$ cat src/rtl/usfft_pkg.sv
// Shared types and helpers for the unary SFFT stream decoder.
// Holds the FSM state encoding, default window sizing and the bipolar decode function.
// Optional feature macro: USFFT_SCALE_COMP_EN (scale compensation shift inside bipolar_decode).
package usfft_pkg;

  typedef enum logic [1:0] {
    ST_IDLE = 2'd0,
    ST_RUN  = 2'd1,
    ST_HOLD = 2'd2
  } state_t;

  localparam int BITWIDTH_DFLT    = 8;
  localparam int SCALE_SHIFT_DFLT = 2;
  localparam int N                = 1 << BITWIDTH_DFLT;

`ifdef USFFT_SCALE_COMP_EN
  localparam bit SCALE_COMP_EN = 1'b1;
`else
  localparam bit SCALE_COMP_EN = 1'b0;
`endif

  // Bipolar map of a ones count over a window of 2^bitwidth samples:
  // v = 2*count - N, optionally scaled back up by 2^shift, then clamped to
  // the representable signed range [-N, N-1] (count == N would give +N).
  function automatic int bipolar_decode(input int count, input int bitwidth, input int shift);
    int n;
    int v;
    n = 1 << bitwidth;
    v = 2 * count - n;
    if (SCALE_COMP_EN) begin
      v = v <<< shift;
    end
    if (v > n - 1) begin
      v = n - 1;
    end else if (v < -n) begin
      v = -n;
    end
    return v;
  endfunction

endpackage

$ cat src/rtl/ustream_ctr.sv
// Ones counter for one bipolar bitstream channel.
// Latency: count register updates on the enabled edge; 'ones' already includes the current enabled bit.
// Backpressure: none; the owner pauses it by dropping 'en'.
// Ports: clk, rst (async, active high), clr (sync clear, wins over en), en (sample qualifier),
//        stream (bitstream input), ones (count including the bit being sampled this cycle).
module ustream_ctr #(
  parameter int W = 9
) (
  input  logic         clk,
  input  logic         rst,
  input  logic         clr,
  input  logic         en,
  input  logic         stream,
  output logic [W-1:0] ones
);

  logic [W-1:0] count_q;

  // Look-ahead value lets the owner register a decode on the same edge that
  // samples the final bit of the window.
  assign ones = count_q + W'(en & stream);

  always_ff @(posedge clk or posedge rst) begin
    if (rst) begin
      count_q <= '0;
    end else if (clr) begin
      count_q <= '0;
    end else if (en) begin
      count_q <= ones;
    end
  end

endmodule

$ cat src/rtl/usfft_stream_decoder.sv
// Converts four bipolar bitstreams (real0/img0/real1/img1) into signed words over a 2^BITWIDTH-sample window.
// Latency: result registered on the edge sampling the N-th enabled bit; oValid high from the next cycle.
// Backpressure: result held with oValid until iReady; iReady&iStart restarts with no bubble.
// Ports: iClk, iRst (async active high), iEn, iStart, iClr, iReal0/iImg0/iReal1/iImg1 (streams),
//        iReady, oBusy (RUN), oValid (HOLD), oReal0/oImg0/oReal1/oImg1 (signed BITWIDTH+1).
// Optional feature macro: USFFT_SCALE_COMP_EN (left shift by SCALE_SHIFT with saturation).
module usfft_stream_decoder
  import usfft_pkg::*;
#(
  parameter int BITWIDTH    = BITWIDTH_DFLT,
  parameter int SCALE_SHIFT = SCALE_SHIFT_DFLT
) (
  input  logic                       iClk,
  input  logic                       iRst,
  input  logic                       iEn,
  input  logic                       iStart,
  input  logic                       iClr,
  input  logic                       iReal0,
  input  logic                       iImg0,
  input  logic                       iReal1,
  input  logic                       iImg1,
  input  logic                       iReady,
  output logic                       oBusy,
  output logic                       oValid,
  output logic signed [BITWIDTH:0]   oReal0,
  output logic signed [BITWIDTH:0]   oImg0,
  output logic signed [BITWIDTH:0]   oReal1,
  output logic signed [BITWIDTH:0]   oImg1
);

  localparam int W   = BITWIDTH + 1;
  localparam int NCH = 4;

  state_t                   state;
  state_t                   state_nxt;
  logic                     start_acc;
  logic                     run_en;
  logic                     last_smp;
  logic                     load;
  logic                     ctr_clr;
  logic [BITWIDTH-1:0]      smp_cnt;
  logic [NCH-1:0]           streams;
  logic [BITWIDTH:0]        ones [NCH];
  logic signed [BITWIDTH:0] dec  [NCH];

  assign streams  = {iImg1, iReal1, iImg0, iReal0};
  assign run_en   = (state == ST_RUN) && iEn;
  assign last_smp = run_en && (smp_cnt == {BITWIDTH{1'b1}});
  // An abort on the final sample leaves the previous result in place.
  assign load     = last_smp && !iClr;
  assign ctr_clr  = iClr || start_acc;
  assign oBusy    = (state == ST_RUN);
  assign oValid   = (state == ST_HOLD);

  always_comb begin
    state_nxt = state;
    start_acc = 1'b0;
    if (iClr) begin
      state_nxt = ST_IDLE;
    end else begin
      case (state)
        ST_IDLE: begin
          if (iStart) begin
            state_nxt = ST_RUN;
            start_acc = 1'b1;
          end
        end
        ST_RUN: begin
          if (last_smp) begin
            state_nxt = ST_HOLD;
          end
        end
        ST_HOLD: begin
          if (iReady) begin
            if (iStart) begin
              state_nxt = ST_RUN;
              start_acc = 1'b1;
            end else begin
              state_nxt = ST_IDLE;
            end
          end
        end
        default: state_nxt = ST_IDLE;
      endcase
    end
  end

  always_ff @(posedge iClk or posedge iRst) begin
    if (iRst) begin
      state <= ST_IDLE;
    end else begin
      state <= state_nxt;
    end
  end

  // Wraps to zero on the N-th sample, so it is already clear if the window
  // restarts back-to-back.
  always_ff @(posedge iClk or posedge iRst) begin
    if (iRst) begin
      smp_cnt <= '0;
    end else if (ctr_clr) begin
      smp_cnt <= '0;
    end else if (run_en) begin
      smp_cnt <= smp_cnt + 1'b1;
    end
  end

  for (genvar g = 0; g < NCH; g++) begin : g_ctr
    ustream_ctr #(
      .W(W)
    ) u_ctr (
      .clk    (iClk),
      .rst    (iRst),
      .clr    (ctr_clr),
      .en     (run_en),
      .stream (streams[g]),
      .ones   (ones[g])
    );
  end

  always_comb begin
    for (int i = 0; i < NCH; i++) begin
      dec[i] = W'(bipolar_decode(int'(ones[i]), BITWIDTH, SCALE_SHIFT));
    end
  end

  always_ff @(posedge iClk or posedge iRst) begin
    if (iRst) begin
      oReal0 <= '0;
      oImg0  <= '0;
      oReal1 <= '0;
      oImg1  <= '0;
    end else if (load) begin
      oReal0 <= dec[0];
      oImg0  <= dec[1];
      oReal1 <= dec[2];
      oImg1  <= dec[3];
    end
  end

endmodule
$ cat config.mk
export PLATFORM = sky130hd
export DESIGN_NAME = usfft_stream_decoder
export DESIGN_NICKNAME = d
export VERILOG_FILES = /design/src/rtl/usfft_pkg.sv /design/src/rtl/ustream_ctr.sv /design/src/rtl/usfft_stream_decoder.sv
export SDC_FILE = /design/constraint.sdc
export NUM_CORES = 1
export LEC_CHECK = 0
export ABC_AREA = 1
export BUFFER_PORTS_ARGS = -buffer_cell sky130_fd_sc_hd__buf_2
export CAP_MARGIN = 5
export CORE_AREA = 2 2 107 109
export CTS_BUF_LIST = sky130_fd_sc_hd__clkbuf_8 sky130_fd_sc_hd__clkbuf_16
export DETAILED_ROUTE_END_ITERATION = 6
export DIE_AREA = 0 0 109 111
export PLACE_DENSITY = 0.6
export SYNTH_ARGS = -nofsm -noshare
export SYNTH_HDL_FRONTEND = slang
export SYNTH_SLANG_ARGS = --single-unit
$ cat constraint.sdc
create_clock -name iClk -period 3.48 [get_ports iClk]
set_clock_uncertainty 0.15 [all_clocks]
set_input_delay 0.696 -clock iClk [delete_from_list [all_inputs] [get_ports iClk]]
set_output_delay 0.696 -clock iClk [all_outputs]
set_load 0.01 [all_outputs]
* After elaboration in Yosys (flattened, before gate mapping)
Index checks and enable logic that the tools add are counted.
W data, S select, Z words.
** Word-level totals
- ROM bits :: 0
- Register bits after elaboration :: 82
- RAM bits :: 0
- Output and inout bits :: 38
- Input port bits :: 10
- Latch bits :: 0
- Memories kept :: 0
- Word-level logic and storage cells :: 73
** Operators by class
- Reductions and logical operators :: 8
- Eq/ne operators :: 6
- Multipliers :: 0
- Add/sub/neg operators :: 9
- Bitwise gates (word level) :: 4
- Divide/modulo/power cells :: 0
- Mux-type cells :: 28
- Shifts and indexed selects :: 0
- $lt $le $gt $ge :: 8
** Operators by type and width (count)
- $mux W9 :: 16
- $gt A11 B9 Y1 const B :: 4
- $lt A11 B9 Y1 const B :: 4
- $sub A10 B9 Y11 const B :: 4
- $add A9 B9 Y9 :: 4
- $mux W8 :: 2
- $add A8 B1 Y8 const B :: 1
- $eq A8 B8 Y1 const B :: 1
- $mux W2 :: 4
- $ne A3 B3 Y1 const B :: 2
- $pmux W2 S3 :: 1
- $and A1 B1 Y1 :: 4
- $mux W1 :: 4
- $logic_and A1 B1 Y1 :: 3
- $ne A3 B2 Y1 const B :: 1
- $reduce_and A3 Y1 :: 1
- $eq A2 B1 Y1 const B :: 1
- $eq A2 B2 Y1 const B :: 1
- $logic_not A2 Y1 :: 1
- $pmux W1 S2 :: 1
- $reduce_bool A2 Y1 :: 1
- $logic_not A1 Y1 :: 1
- $logic_or A1 B1 Y1 :: 1

* Depth between registers and ports, before layout
- Depth after elaboration :: 8
- Depth in mapped cells :: 13
- Depth with buffers taken out :: 13

* By module
Synthesis repeated with hierarchy kept, for this count alone.
** Unflattened totals
- Cells, all modules :: 567
- Area, all modules :: 4375.4 um^2
** By module, submodules not included
- ustream_ctr :: instances 4, sequential area each 225.2 um^2, area an instance 561.8 um^2, cells each 80
- usfft_stream_decoder :: instances 1, sequential area each 1151.1 um^2, area an instance 2128.3 um^2, cells each 247

* Worst setup path before layout
OpenSTA, ideal clock, no wires.
- Path kind :: input to register
- Start :: input port iEn
- End :: register oImg0[7]
- Data arrival time :: 1.850 ns
- Slack :: 1.363 ns
- Buffers on the path :: 0
- Data required time :: 3.213 ns
- Stages on the path :: 10
- Library setup time :: 0.117 ns
- Cells stage by stage :: nand3_4 nor2_1 ha_1 nand2_1 nor2_1 nand3_1 nand2_1 nand2_1 nand2_1 nand2_1
** Between the ends
- Word-level cells in the longest chain between the ends :: 7
- Elaborated cells on any way between the ends :: 10
- Those cells by class :: add/sub (2); order compare (2); mux (2); bitwise (1); reduce/logical (3)
** RTL lines
- start: declaration :: line usfft_stream_decoder.sv:15 : input logic iEn,
- $logic_and A1 B1 Y1 (*) :: line usfft_stream_decoder.sv:47 : assign run_en = (state == ST_RUN) && iEn;
- $and A1 B1 Y1 :: line ustream_ctr.sv:21 : assign ones = count_q + W'(en & stream);
- $add A9 B9 Y9 :: line ustream_ctr.sv:21
- $sub A10 B9 Y11 :: line usfft_pkg.sv:29 : v = 2 * count - n;
- $lt A11 B9 Y1 :: line usfft_pkg.sv:35 : end else if (v < -n) begin
- $mux W9 :: line usfft_pkg.sv:35
- $mux W9 :: line usfft_pkg.sv:33 : if (v > n - 1) begin
- end signal: assignment :: line usfft_stream_decoder.sv:135 : oImg0 <= dec[1];
- end: declaration :: line usfft_stream_decoder.sv:26 : output logic signed [BITWIDTH:0] oImg0,
Every way passes the cells marked *; elsewhere a longest branch is shown, timed or not.
A chain may end at the register's enable or synchronous reset.

* Worst setup path after layout
- Start :: register state[1]
- End :: register oImg0[2]
** Between the ends
- Word-level cells in the longest chain between the ends :: 8
- Elaborated cells on any way between the ends :: 11
- Those cells by class :: add/sub (2); order compare (2); eq/ne (1); mux (2); bitwise (1); reduce/logical (3)
** RTL lines
- start: declaration :: line usfft_stream_decoder.sv:34 : state_t state;
- start signal: assignment :: line usfft_stream_decoder.sv:92 : state <= state_nxt;
- $eq A2 B1 Y1 (*) :: line usfft_stream_decoder.sv:47
- $logic_and A1 B1 Y1 (*) :: line usfft_stream_decoder.sv:47
- $and A1 B1 Y1 :: line ustream_ctr.sv:21
- $add A9 B9 Y9 :: line ustream_ctr.sv:21
- $sub A10 B9 Y11 :: line usfft_pkg.sv:29
- $lt A11 B9 Y1 :: line usfft_pkg.sv:35
- $mux W9 :: line usfft_pkg.sv:35
- $mux W9 :: line usfft_pkg.sv:33
Marks and branches as above.

==> flow_metrics.py <==
metrics = {
    "timing": {
        "rsz0062_at_grt": "no",
        "post-route-min-period_ns": 2.35,
        "fin_tns_setup_ns": 0,
        "setup_viol": 0,
        "post-route-period-util": 0.675,
        "max_freq_mhz": 426,
        "slew-limit-headroom": 0.573,
        "hold_viol_final": 0,
        "tightestPinTransition_ns": 0.640,
        "finalWorstSetupSlack_ns": 1.13,
        "slew_violations": 0,
    },
    "synth": {
        "synth_nets": 585,
        "synth_flop_cell": "dfrtp_1",
        "synthSimpleGateAreaFrac": 0.319,
        "avgSynthCellArea_um2": 7.63,
        "synth_cell_type_count": 29,
        "synthMuxAreaShare": 0,
        "synth_compound_area_frac": 0.0762,
        "synth_top_family_by_area": "simple AND/OR/NAND/NOR gates",
        "synth-seq-cells": 82,
        "yosys.area.top_type_share": 0.475,
        "synth_xor_area_frac": 0.0203,
        "synthAdderAreaFrac": 0.0261,
        "yosysSeqAreaShare": 0.475,
        "synth_largest_area_cell": "dfrtp_1",
        "synth-edff-count": 0,
        "yosys_warnings": 0,
        "synth_area_leaders": "dfrtp_1 48%, nand2_1 21%, inv_1 5.4%, o21ai_0 3.8%, nand3_1 3.6%",
        "synth.cell_area_um2": 4320,
        "syn_inst": 566,
        "async_flop_share": 1.00,
    },
    "pwr": {
        "seqPwrFrac": 0.493,
        "pwr-share-clk": 0.450,
        "switching_share": 0.242,
        "p_per_area_nw_per_um2": 396,
        "internal_power_uw": 1480,
        "ir_worst_vdd_mv": 0.266,
        "cellLeakagePower_uw": 0.00272,
        "combPwrFrac": 0.056,
        "p_switching_uw": 473,
    },
    "clock_tree": {
        "insertion_delay_ns": 0.34,
        "cts_buffers": 9,
        "cts_hold_repair.buffers": 0,
        "clkSinkCount": 82,
        "htreeDepth": 3,
        "cts_tree": "yes",
        "clk_pin_slew_worst_paths_ns": 0.06,
        "post_cts_resized": 0,
        "clockBufferDepth": 2,
        "cts_setup_buffers": 0,
        "root_buffer": "clkbuf_16",
    },
    "global_routing": {
        "grt_max_degree": 65,
        "grtUsageTotal": 0.169,
        "grt_overflow_total": 0,
        "grt_antenna_before_repair": 0,
        "grt_pass1_vias": 3420,
        "grt_pass1_wl_mm": 16.2,
    },
    "die": {
        "core.rowCount": 39,
        "die_h_um": 111,
        "ioPinCount": 48,
        "start_util": 0.390,
        "die_width_um": 109,
        "die-area_um2": 12100,
        "coreArea_um2": 11100,
    },
    "drt": {
        "dr.pass1.iters": 4,
        "vias_per_cell": 4.66,
        "first_iter_violations": 154,
        "routed_wl_mm": 9.41,
        "drc": 0,
        "via_count": 3551,
        "wl_per_cell_um": 12.3,
        "drtAntennaViolNets": 0,
    },
    "finish": {
        "area_growth_pct": 14.2,
        "layout_commonest_cell": "nand2_1",
        "final_cell_mix": "244 x nand2_1, 82 x dfrtp_1, 63 x inv_1",
        "layout.nets": 633,
        "final_util": 0.445,
        "antenna_cells": 0,
        "drive_gt1_frac": 0.145,
    },
    "min_path": {
        "hp-class": "input pin to asynchronous set/reset pin",
    },
    "flow_run": {
        "max-cap-violations": 0,
    },
    "run_status": {
        "status": "complete, no violations",
    },
    "worst_setup_path": {
        "cp_common_cell": "nand2_1",
        "worstPathArrival_ns": 2.43,
        "startpoint": "state[1]",
        "critPathKind": "register to register",
        "endpoint_kind": "register",
        "cp_slowest_cell": "dfrtp_1",
        "crit_chain": "inv_2 > nand3_4 > nor2_1 > ha_1 > nand2_1 > nor2_1 > nand3_1 > nand2_1 > nand2_1 > nand2_1 > nand2_1",
        "cp_num_cells": 11,
        "crit_end": "oImg0[2]",
        "crit_path_max_fanout": 10,
        "critPathTopFamily": "simple AND/OR/NAND/NOR gates",
        "r2r_slack_ns": 1.13,
        "worstPathRequired_ns": 3.56,
        "cp_num_buf_inv": 1,
        "start_kind": "register",
        "reg2regPathDepth": 11,
        "timing.rr.start": "state[1]",
        "rr_endpoint": "oImg0[2]",
        "slowest_delay_ns": 0.39,
    },
    "placed_design": {
        "dpl.hpwl_mm": 6.36,
        "io_buffer_count": 47,
        "place_ws_ns": 0.820,
        "gp_congestion": 0.815,
    },
}
## per-stage QoR
step	total power, µW	area (µm²)	hold slack [ns]	std cells
after floorplan	1060	4320	0.305	566
after global placement	1090	4660	0.309	746
after detailed placement	1090	4660	0.310	746
after CTS	1980	4930	0.178	762
after global routing	2020	4930	0.189	762
final	1950	4930	0.168	762
## final cells by class
cell class / instances / area [µm²]
clock buffers: 10 / 239
inverters: 67 / 256
well taps: 143 / 179
clock inverters: 6 / 35.0
fillers: 1099 / 6140
repair buffers: 49 / 263
flip-flops and latches: 82 / 2050
multi-input cells: 405 / 1910
## cell families (layout without fill, tap and decap cells)
logic type | after synthesis | count (layout)
AOI/OAI and AO/OA | 55 | 55
xor gates and xnor gates | 10 | 10
adders and majority gates | 9 | 9
buffers and inverters | 79 | 132
DFF | 82 | 82
and+or+nand+nor | 331 | 331
## registers in the layout, summed over array words and instances, names as in the netlist
signal,count
state,2
oReal0,9
smp_cnt,8
g_ctr.u_ctr.count_q,36
oImg1,9
oReal1,9
oImg0,9
## how the worst min path moves through the flow
stage	startpoint	to	slack (ns)	cells after the start
floorplan	smp_cnt[3]	smp_cnt[3]	0.30	1
global placement	oImg0[5]	oImg0[5]	0.31	2
detailed placement	oImg1[3]	oImg1[3]	0.31	2
CTS	iRst	oReal1[1]	0.18	2
global route	iRst	state[0]	0.19	2
finish	iRst	state[0]	0.17	2
## per-layer routing
metal  vias up  routed length [µm]  track usage
met1      1634                4650        0.231
met2        47                4340        0.264
met3         9                 285       0.0329
met4         0                 127       0.0607
li1       1861                   -            -
met5         -                   0            0
## cells in the mapped netlist, types with 2 or more instances
| master | number |
|---|---|
| inv_1 | 62 |
| o21ai_0 | 33 |
| xor2_1 | 8 |
| dfrtp_1 | 82 |
| a21oi_1 | 5 |
| buf_6 | 6 |
| inv_2 | 3 |
| nor3_1 | 3 |
| nand3_4 | 2 |
| nor2_1 | 38 |
| o31ai_1 | 2 |
| buf_4 | 2 |
| nor2_4 | 2 |
| o21ai_1 | 2 |
| buf_2 | 4 |
| ha_1 | 9 |
| nand3_1 | 31 |
| nand2_1 | 244 |
| nand4_1 | 5 |
| o21ai_2 | 13 |
| xnor2_1 | 2 |
## power by group through the flow
stage | Clock [µW] | Combinational, µW | Sequential (µW)
6_report | 880 | 110 | 964
5_1_grt | 936 | 124 | 964
4_1_cts | 899 | 113 | 964
3_5_place_dp | 0 | 113 | 981
3_3_place_gp | 0 | 112 | 981
2_1_floorplan | 0 | 77.7 | 980
No activity file was read; power rests on OpenSTA's default activity.
